==> src/rtl/case_stage_decoder.sv <==
// ---------------------------------------------------------------------------
// case_stage_decoder
//
// Receive-side inverse of the case/casez/casex offset encoder stages. Each
// input beat {mode, selector, code} is decoded back to the original data
// word and then passed through a two-stage valid/ready pipeline. Beats that
// land in a default or reserved arm come out flagged as illegal with zero
// data. They are never dropped.
//
// Optional build macro: CASE_STAGE_DECODER_STATS_EN
//   When defined, cnt_ok and cnt_bad count the legal and illegal beats
//   delivered downstream. Both counts saturate.
//   When undefined, both outputs are tied to zero and no counter flops exist.
//
// Parameters
//   W      data/code width; all decode arithmetic is modulo 2^W
//   CNT_W  statistics counter width
//
// Ports
//   clk          rising-edge clock
//   rst_n        asynchronous active-low reset
//   in_valid     input beat present
//   in_ready     decoder can accept a beat this cycle
//   in_mode      source stage: 00 case, 01 casez, 10 casex, 11 reserved
//   in_sel       selector used by the encoder
//   in_code      encoded value
//   out_valid    decoded beat present
//   out_ready    downstream accepts the beat
//   out_data     recovered data (0 for illegal beats)
//   out_illegal  beat hit a default/reserved arm
//   cnt_ok       saturating count of legal beats delivered
//   cnt_bad      saturating count of illegal beats delivered
// ---------------------------------------------------------------------------
module case_stage_decoder #(
  parameter int W     = 4,
  parameter int CNT_W = 8
) (
  input  logic             clk,
  input  logic             rst_n,
  input  logic             in_valid,
  output logic             in_ready,
  input  logic [1:0]       in_mode,
  input  logic [1:0]       in_sel,
  input  logic [W-1:0]     in_code,
  output logic             out_valid,
  input  logic             out_ready,
  output logic [W-1:0]     out_data,
  output logic             out_illegal,
  output logic [CNT_W-1:0] cnt_ok,
  output logic [CNT_W-1:0] cnt_bad
);

  // Returns {illegal, data}. Offsets are cast to W bits so they wrap modulo
  // 2^W. For example, 20 becomes 4 when W=4, which gives the same result
  // modulo 16.
  function automatic logic [W:0] decode(input logic [1:0]   mode,
                                        input logic [1:0]   sel,
                                        input logic [W-1:0] code);
    logic [W-1:0] d;
    logic         ill;
    d   = '0;
    ill = 1'b0;
    case (mode)
      2'b00: begin
        case (sel)
          2'b00:   d = code;
          2'b01:   d = code - W'(1);
          2'b10:   d = code - W'(2);
          default: ill = 1'b1;
        endcase
      end
      2'b01:   d = sel[1] ? (code - W'(20)) : (code - W'(10));
      2'b10:   d = sel[1] ? (code + W'(2))  : (code + W'(1));
      default: ill = 1'b1;
    endcase
    return {ill, d};
  endfunction

  function automatic logic [CNT_W-1:0] sat_inc(input logic [CNT_W-1:0] v);
    return (v == {CNT_W{1'b1}}) ? v : (v + CNT_W'(1));
  endfunction

  logic [W:0]   dec_p0;
  logic [W-1:0] data_p1, data_p2;
  logic         ill_p1, ill_p2;
  logic         vld_p1, vld_p2;
  logic         accept_p0, adv_p1, consume_p2;

  assign dec_p0     = decode(in_mode, in_sel, in_code);
  assign in_ready   = !vld_p1 || !vld_p2 || out_ready;
  assign accept_p0  = in_valid && in_ready;
  // Stage 1 moves forward when stage 2 is empty or is being drained this cycle.
  assign adv_p1     = vld_p1 && (!vld_p2 || out_ready);
  assign consume_p2 = vld_p2 && out_ready;

  // ---- stage 1: decoded beat captured at input transfer ----
  always_ff @(posedge clk or negedge rst_n) begin
    if (!rst_n) begin
      vld_p1  <= 1'b0;
      data_p1 <= '0;
      ill_p1  <= 1'b0;
    end else if (accept_p0) begin
      vld_p1  <= 1'b1;
      data_p1 <= dec_p0[W-1:0];
      ill_p1  <= dec_p0[W];
    end else if (adv_p1) begin
      vld_p1  <= 1'b0;
    end
  end

  // ---- stage 2: output register, held while downstream stalls ----
  always_ff @(posedge clk or negedge rst_n) begin
    if (!rst_n) begin
      vld_p2  <= 1'b0;
      data_p2 <= '0;
      ill_p2  <= 1'b0;
    end else if (adv_p1) begin
      vld_p2  <= 1'b1;
      data_p2 <= data_p1;
      ill_p2  <= ill_p1;
    end else if (consume_p2) begin
      vld_p2  <= 1'b0;
    end
  end

  assign out_valid   = vld_p2;
  assign out_data    = data_p2;
  assign out_illegal = ill_p2;

`ifdef CASE_STAGE_DECODER_STATS_EN
  always_ff @(posedge clk or negedge rst_n) begin
    if (!rst_n) begin
      cnt_ok  <= '0;
      cnt_bad <= '0;
    end else if (consume_p2) begin
      if (ill_p2) cnt_bad <= sat_inc(cnt_bad);
      else        cnt_ok  <= sat_inc(cnt_ok);
    end
  end
`else
  assign cnt_ok  = '0;
  assign cnt_bad = '0;
`endif

endmodule

==> config.mk <==
export PLATFORM = sky130hd
export DESIGN_NAME = case_stage_decoder
export DESIGN_NICKNAME = d
export VERILOG_FILES = /design/src/rtl/case_stage_decoder.sv
export SDC_FILE = /design/constraint.sdc
export NUM_CORES = 1
export LEC_CHECK = 0
export CORE_AREA = 3 3 54 56
export DETAILED_ROUTE_END_ITERATION = 16
export DIE_AREA = 0 0 57 59
export PLACE_DENSITY = 0.81
export SLEW_MARGIN = 20
export SYNTH_ARGS = -nofsm -noshare
export SYNTH_HDL_FRONTEND = slang
export SYNTH_SLANG_ARGS = --single-unit
==> constraint.sdc <==
create_clock -name clk -period 1.1 [get_ports clk]
set_input_delay 0.275 -clock clk [delete_from_list [all_inputs] [get_ports clk]]
set_output_delay 0.275 -clock clk [all_outputs]
set_load 0.02 [all_outputs]
---- After elaboration in Yosys (flattened, before gate mapping) ----
Cells that the tools add are included.
storage, ports and cells
  flip-flop bits (word level) ............. 12
operators by class
  add/sub/neg operators ................... 6
  eq/ne operators ......................... 4
  muxes and demuxes ....................... 10
  reductions and logical operators ........ 14
operators with widths
  cell                                               number
  one-hot mux 4 bit (3 select lines)                 2
  2-to-1 mux 4 bit                                   2
  2-to-1 mux 1 bit                                   5
  adder 4 x 1 -> 4 bit (second input constant)       1
  adder 4 x 2 -> 4 bit (second input constant)       1
  == test 2 x 1 -> 1 bit (second input constant)     2
  == test 2 bit (second input constant)              2
  logical NOT 2 bit                                  2
  nonzero test 2 bit                                 2
  subtractor 4 x 1 -> 4 bit (second input constant)  1
  subtractor 4 x 2 -> 4 bit (second input constant)  1
  subtractor 4 x 3 -> 4 bit (second input constant)  1
  subtractor 4 bit (second input constant)           1
  logical AND 1 bit                                  3
  logical OR 1 bit                                   3
  OR reduction 3 bit                                 1
  logical NOT 1 bit                                  2
  one-hot mux 1 bit (2 select lines)                 1
  OR reduction 2 bit                                 1

---- Longest topological paths before layout ----
Gate-level depths: netlist (run 1).
  depth after elaboration ................. 5
  mapped depth ............................ 6
  gate-level depth less buffers ........... 6

---- Least setup slack after synthesis (run 1) ----
No wires, ideal clock.
  path kind ............................... input port to flip-flop
  start ................................... input port in_code[1]
  end ..................................... register data_p1[2]
  stages .................................. 6
  slack ................................... -0.292 ns
  required time ........................... 0.970 ns
  arrival time ............................ 1.262 ns
  path buffers ............................ 0
  cells stage by stage .................... inv_1 > ha_1 > nor3b_1 > a311o_1 > a41oi_1 > nand3_1
on the way
  cells in the longest elaborated chain, start to end .. 3
  elaborated cells on any way between the ends .. 10
  those cells by class .................... 6 x add/sub; 4 x mux
ends and longest elaborated chain
  what                                                        RTL line  source
  from (decl)                                                 44        input logic [W-1:0] in_code,
  subtractor 4 x 2 -> 4 bit (tied with other cells)           68        2'b10: d = code - W'(2);
  one-hot mux 4 bit (3 select lines) (tied with other cells)  65        case (sel)
  one-hot mux 4 bit (3 select lines) *                        63        case (mode)
  to (signal assigned)                                        104       data_p1 <= dec_p0[W-1:0];
  to (decl)                                                   84        logic [W-1:0] data_p1, data_p2;
Mark *: on every way between the ends. The rest lies on a longest branch, timed or not.
A chain may end at the register's enable or synchronous reset.

---- Worst setup path in the final report (run 1) ----
  start ................................... register vld_p2, in the netlist out_valid
  end ..................................... output port in_ready
on the way
  cells in the longest elaborated chain, start to end .. 3
ends and longest elaborated chain
  what                           RTL line  source
  from (decl)                    86        logic vld_p1, vld_p2;
  from (signal assigned)         114       vld_p2 <= 1'b0;
  from (signal assigned)         118       vld_p2 <= 1'b1;
  from (signal assigned)         122       vld_p2 <= 1'b0;
  logical NOT 1 bit              90        assign in_ready = !vld_p1 || !vld_p2 || out_ready;
  logical OR 1 bit (2 in a row)  90
  to (decl)                      41        output logic in_ready,
Every way passes these cells.

==> flow_metrics.py, run 1 <==
metrics = {
    "status": {
        "status": "complete, but fails checks",
        "violations": "setup timing",
    },
    "routing": {
        "drcViolationCount": 0,
        "drt_wl_total_mm": 2.17,
        "vias": 856,
        "drtIter0Drc": 19,
        "drtAntennaViolNets": 0,
        "routedWlPerCell_um": 12.3,
        "first_pass_iters": 4,
        "viasPerCell": 4.84,
    },
    "job": {
        "drv_cap": 0,
    },
    "setup_path": {
        "path_cells": "nand3b_4 > buf_6",
        "cpPeakStageDelay_ns": 0.44,
        "worstRegToRegCells": 5,
        "start_kind": "flop",
        "r2r-end": "data_p1[2]$_DFFE_PN0P_",
        "r2r_start": "vld_p1$_DFFE_PN0P_",
        "r2r_slack_ns": -0.06,
        "path_class": "flop to output pin",
        "slowest_stage": "dfrtp_2",
        "end_kind": "output pin",
        "crit_arrival_ns": 0.91,
        "path_max_fanout": 3,
        "crit_required_ns": 0.82,
    },
    "layout": {
        "final_nets": 165,
        "fillers": 226,
        "multi_input_area_um2": 667,
        "regArea_um2": 302,
        "n_antenna_cell": 0,
        "layout-drive-gt1-share_pct": 42.9,
        "area_delta_synth_final_pct": 47.1,
        "utilization_pct": 57.2,
        "final_cells": 177,
    },
    "logic_synthesis": {
        "yosysSeqAreaShare_pct": 31.2,
        "synthMuxAreaShare_pct": 6.88,
        "synthesis.area_um2": 963,
        "yosysWarnings": 0,
        "yosys_most_used_dff": "dfrtp_1",
        "synth_simple_gate_area_share_pct": 16.9,
        "synth-adder-area-share_pct": 6.49,
        "synth_top_area_cell": "dfrtp_1",
        "synth.most_common_cell": "buf_4",
        "synth_xor_area_share_pct": 3.64,
        "synth_cell_types": 38,
        "synthTopCellsByCount": "16 x buf_4, 12 x dfrtp_1, 6 x nor2_1",
        "synth_edf_count": 0,
        "synth_top_family_by_area": "compound AO/OA/AOI/OAI gates",
        "synth_top_area_share_pct": 31.2,
        "synth.area.top_cells": "dfrtp_1 31%, buf_4 12%, ha_1 6.5%",
        "ys_seq_elements": 12,
        "avgSynthCellArea_um2": 9.00,
        "synth_compound_area_share_pct": 18.2,
        "async_flop_share_pct": 100,
        "synthCells": 107,
    },
    "floorplanning": {
        "ios": 35,
        "die_width_um": 57,
        "std_cell_rows": 18,
        "die_h_um": 59,
        "die-area_um2": 3360,
        "core_area_um2": 2480,
        "initial_core_util_pct": 38.9,
    },
    "clocking": {
        "root_buffer": "clkbuf_4",
        "htree_levels": 1,
        "ctsHoldBuffers": 0,
        "clock-sinks": 12,
        "cts_tree": "yes",
        "cts_buffers": 3,
        "max-clock-path-buffers": 2,
        "clk_pin_slew_ns": 0.07,
        "insertion_delay_ns": 0.26,
    },
    "grt": {
        "first_global_vias": 803,
        "grt_max_degree": 13,
        "grt_usage_pct": 12.7,
        "grt_pass1_wl_mm": 3.44,
        "grt_overflow_total": 0,
        "antenna_found_initial": 0,
    },
    "sta": {
        "period_share_pct": 108,
        "hold_viol": 0,
        "setup_viol": 5,
        "slew_violations": 0,
        "finClkSkew_ns": 0.00190,
        "setup_slack_ns": -0.0858,
        "max_freq_ghz": 0.843,
        "fin_crit_ns": 1.19,
        "rsz0062_at_grt": "yes",
    },
    "worst_hold_path": {
        "hold_path_class": "input port to async pin",
    },
    "placement": {
        "port_buffers": 18,
        "dpl.cell_count": 169,
        "gp_congestion": 0.890,
        "hpwl_mm": 1.72,
    },
    "pwr": {
        "ir_drop_mv": 0.751,
        "p_leak_nw": 0.656,
        "power_density_nw_per_um2": 1080,
    },
}
## area by class of cell
class | instances | area share (%)
multi-input cells | 85 | 47.0
flip-flops and latches | 12 | 21.3
well taps | 30 | 2.65
inverters | 5 | 1.85
repair buffers | 41 | 25.3
clock buffers | 4 | 1.85
## critical path: cells and delay by family, from the launching register on
kind	cells	cell delay, ns
DFF	1	0.44
buffers and inverters	1	0.12
and+or+nand+nor	1	0.09
## how the worst max path moves through the flow
stage	cells past startpoint	from	endpoint
final	2	out_valid$_DFFE_PN0P_	in_ready
after global routing	5	vld_p1$_DFFE_PN0P_	data_p1[2]$_DFFE_PN0P_
after CTS	6	in_code[1]	data_p1[2]$_DFFE_PN0P_
after detailed placement	7	in_code[1]	data_p1[2]$_DFFE_PN0P_
after global placement	7	in_code[1]	data_p1[2]$_DFFE_PN0P_
after floorplan	5	in_code[0]	data_p1[2]$_DFFE_PN0P_
## report_power, final
part / switching [mW] / internal [mW] / total, mW
registers: 0.0505 / 0.526 / 0.576
logic: 0.339 / 0.341 / 0.680
clock network: 0.136 / 0.140 / 0.276
total: 0.525 / 1.01 / 1.53
## metrics by stage
stage	total power [mW]	hold slack (ns)	worst slack, ns	setup TNS, ns	area, um^2
final	1.53	0.312	-0.0858	-0.190	1420
after global routing	1.63	0.318	-0.127	-0.603	1420
after CTS	1.43	0.310	-0.0970	-0.239	1320
after floorplan	0.945	-0.0206	-0.161	-0.222	1060
after global placement	1.16	0.470	-0.799	-6.26	1280
after detailed placement	1.18	0.478	-0.862	-6.69	1280
## sequential cells by signal, summed over array words and instances (netlist names)
name / flops
out_data: 4
out_valid: 1
vld_p1: 1
ill_p1: 1
data_p1: 4
out_illegal: 1
## repair_timing
action,in CTS,in global routing
buffers inserted,1,3
resized for setup,66,26
gates cloned,0,0
setup endpoints to repair,17,15
pin swaps,6,8
## kinds of logic (layout without fill, tap and decap cells)
| kind of cell | Yosys count | after routing |
|---|---|---|
| flops | 12 | 12 |
| buf+inv | 25 | 50 |
| other cells | 1 | 16 |
| mux | 6 | 6 |
| compound gates | 26 | 26 |
| fa+ha+maj | 5 | 5 |
| xor+xnor | 4 | 4 |
| simple gates | 28 | 28 |
## cells in the final DEF (no fill, tap or decap), drive strengths merged
| master | synthesis | layout |
|---|---|---|
| a211oi | 3 | 3 |
| a21boi | 2 | 2 |
| a21oi | 4 | 4 |
| a22oi | 1 | 1 |
| a311o | 1 | 1 |
| a31oi | 2 | 2 |
| a41oi | 1 | 1 |
| and2 | 4 | 4 |
| buf | 20 | 33 |
| clkbuf | 0 | 6 |
| clkdlybuf4s15 | 0 | 1 |
| clkdlybuf4s50 | 0 | 1 |
| conb | 1 | 16 |
| dfrtp | 12 | 12 |
| dlygate4sd2 | 0 | 3 |
| dlymetal6s2s | 0 | 1 |
| ha | 5 | 5 |
| inv | 5 | 5 |
| mux2 | 5 | 5 |
| mux2i | 1 | 1 |
| nand2 | 5 | 5 |
| nand2b | 3 | 3 |
| nand3 | 3 | 3 |
| nand3b | 3 | 3 |
| nand4 | 1 | 1 |
| nor2 | 6 | 6 |
| nor2b | 1 | 1 |
| nor3b | 1 | 1 |
| o2111ai | 1 | 1 |
| o211ai | 1 | 1 |
| o21a | 1 | 1 |
| o21ai | 6 | 6 |
| o311ai | 2 | 2 |
| o31ai | 1 | 1 |
| or2b | 1 | 1 |
| xnor2 | 2 | 2 |
| xor2 | 2 | 2 |
## metal layers
layer	GRT usage (%)	wire (um)
met1	15.0	855
met2	23.8	1200
met3	1.53	111
met4	3.97	6
met5	0	0
Power figures use the tool's default switching activity.
==> inputs of run 2 (changes only) <==
Settings changed: CORE_AREA 3 3 54 56 to 3 3 46 48, DIE_AREA 0 0 57 59 to 0 0 49 51, DONT_BUFFER_PORTS from default to 1, PLACE_DENSITY 0.81 to 0.8.
==> run 2 against run 1 <==
  * The flow still finishes with violations (setup timing)
  * Setup slack got worse by 0.12 ns
  * Routed wire length decreased by 12%
  * Hold slack got worse by 0.16 ns
  * Via count decreased by 12%
  * Power decreased by 12%
  * Utilization increased by 6.9 points
  * Clock power increased by 28%
  * Final cell count decreased by 21%
  * Critical path depth increased by 1
  * Global-route usage increased by 3.2 points
==> flow_metrics.py, run 2 (synthesis gave the netlist of run 1 again) <==
metrics = {
    "clocking": {
        "cts_tree": "yes",
        "root_buffer": "clkbuf_4",
        "max-clock-path-buffers": 2,
        "htree_levels": 1,
        "clk_pin_slew_ns": 0.07,
        "insertion_delay_ns": 0.28,
        "clock-sinks": 12,
        "cts_buffers": 3,
    },
    "layout": {
        "area_delta_synth_final_pct": 16.1,
        "final_cells": 140,
        "layout_common_cells": "16 x conb_1, 11 x dfrtp_1, 6 x nor2_1, 5 x mux2_2, 5 x buf_4",
        "final_common_cell": "conb_1",
        "regArea_um2": 302,
        "layout-drive-gt1-share_pct": 31.3,
        "stdcell_area_um2": 1120,
        "multi_input_area_um2": 647,
        "final_nets": 133,
        "fillers": 146,
        "n_antenna_cell": 0,
    },
    "floorplanning": {
        "core_area_um2": 1750,
        "std_cell_rows": 15,
        "initial_core_util_pct": 55.2,
        "die_h_um": 51,
        "ios": 35,
        "die-area_um2": 2500,
        "die_width_um": 49,
    },
    "pwr": {
        "power_density_nw_per_um2": 1210,
        "p_leak_nw": 0.488,
        "ir_drop_mv": 0.572,
    },
    "sta": {
        "slew_violations": 0,
        "setup_viol": 5,
        "rsz0062_at_grt": "yes",
        "worst_pin_slew_ns": 0.612,
        "fin_crit_ns": 1.31,
        "setup_slack_ns": -0.207,
        "max_freq_ghz": 0.765,
        "hold_viol": 0,
        "period_share_pct": 119,
        "slew-limit-headroom_pct": 58.7,
        "finClkSkew_ns": 0.00343,
    },
    "setup_path": {
        "r2r-end": "data_p1[2]$_DFFE_PN0P_",
        "r2r_slack_ns": -0.09,
        "path_max_fanout": 3,
        "path_class": "flop to output pin",
        "worstRegToRegCells": 6,
        "r2r_start": "out_valid$_DFFE_PN0P_",
        "start_kind": "flop",
        "crit_required_ns": 0.82,
        "crit_arrival_ns": 1.03,
        "end_kind": "output pin",
    },
    "grt": {
        "antenna_found_initial": 0,
        "grt_max_degree": 16,
        "grt_usage_pct": 15.9,
        "grt_overflow_total": 0,
        "first_global_vias": 682,
        "grt_pass1_wl_mm": 3.13,
    },
    "worst_hold_path": {
        "hold_depth": 1,
        "hold_end": "vld_p1$_DFFE_PN0P_",
        "hold_path_class": "input port to flop",
        "hold_start": "in_valid",
    },
    "placement": {
        "gp_congestion": 0.823,
        "dpl.cell_count": 132,
        "place_area_um2": 993,
        "hpwl_mm": 1.45,
        "port_buffers": 0,
    },
    "routing": {
        "viasPerCell": 5.38,
        "drtIter0Drc": 16,
        "drt_wl_total_mm": 1.91,
        "drtAntennaViolNets": 0,
        "routedWlPerCell_um": 13.6,
        "vias": 753,
        "drcViolationCount": 0,
        "first_pass_iters": 4,
    },
    "job": {
        "drv_cap": 0,
    },
    "status": {
        "status": "complete, but fails checks",
        "violations": "setup timing",
    },
}
[run 2: cell types whose count changed in the layout (fill, tap and decap cells not counted), moves of 2 or more]
cell	before	now
dlygate4sd2_1	3	0
a211oi_1	1	3
buf_4	21	5
buf_6	10	3
clkbuf_2	2	0
[run 2: how the worst max path moves through the flow]
stage | from | to | slack, ns
3_5_place_dp | in_code[0] | data_p1[2]$_DFFE_PN0P_ | -0.24
3_3_place_gp | in_code[0] | data_p1[2]$_DFFE_PN0P_ | -0.19
5_1_grt | vld_p1$_DFFE_PN0P_ | in_ready | -0.23
2_1_floorplan | in_code[0] | data_p1[2]$_DFFE_PN0P_ | -0.16
6_report | vld_p1$_DFFE_PN0P_ | in_ready | -0.21
4_1_cts | vld_p1$_DFFE_PN0P_ | in_ready | -0.20
[run 2: what timing repair did]
action,in CTS,in global routing
hold buffers,1,0
pin swaps,5,1
setup endpoints to repair,4,10
resized for setup,14,2
setup buffers,2,1
endpoints found under the hold margin,12,0
[run 2: routing by layer]
| metal | track usage (%) | wire (um) | up-vias |
|---|---|---|---|
| met3 | 2.92 | 152 | 7 |
| li1 | - | - | 362 |
| met2 | 25.8 | 942 | 44 |
| met5 | 0 | 0 | - |
| met1 | 19.7 | 766 | 340 |
| met4 | 9.48 | 48 | 0 |
[run 2: final cells by class]
type,instances,share of cell area [%]
repair buffers,9,7.27
clock buffers,4,3.24
flip-flops and latches,12,27.0
inverters,5,1.90
well taps,25,2.80
multi-input cells,85,57.8
[run 2: through the flow]
step	util, %	hold slack (ns)	setup TNS (ns)	setup WS [ns]	total power, mW
after floorplan	-	-0.0206	-0.222	-0.161	0.945
after global placement	56.9	-0.0203	-0.412	-0.190	0.938
after detailed placement	56.9	-0.0203	-0.494	-0.240	0.952
after CTS	63.0	0.120	-0.308	-0.203	1.35
after global routing	64.1	0.161	-0.718	-0.231	1.43
final	64.1	0.150	-0.502	-0.207	1.35
[run 2: critical path: stages, from the launching register on]
cell and delay (ns):
dfrtp_1 0.42, nand3b_4 0.10, buf_6 0.12, buf_6 0.12
[run 2: power by group]
part | internal [mW] | switching (mW) | leakage [nW]
logic | 0.175 | 0.184 | 0.323
registers | 0.525 | 0.118 | 0.144
clock network | 0.201 | 0.150 | 0.0210
total | 0.902 | 0.452 | 0.488
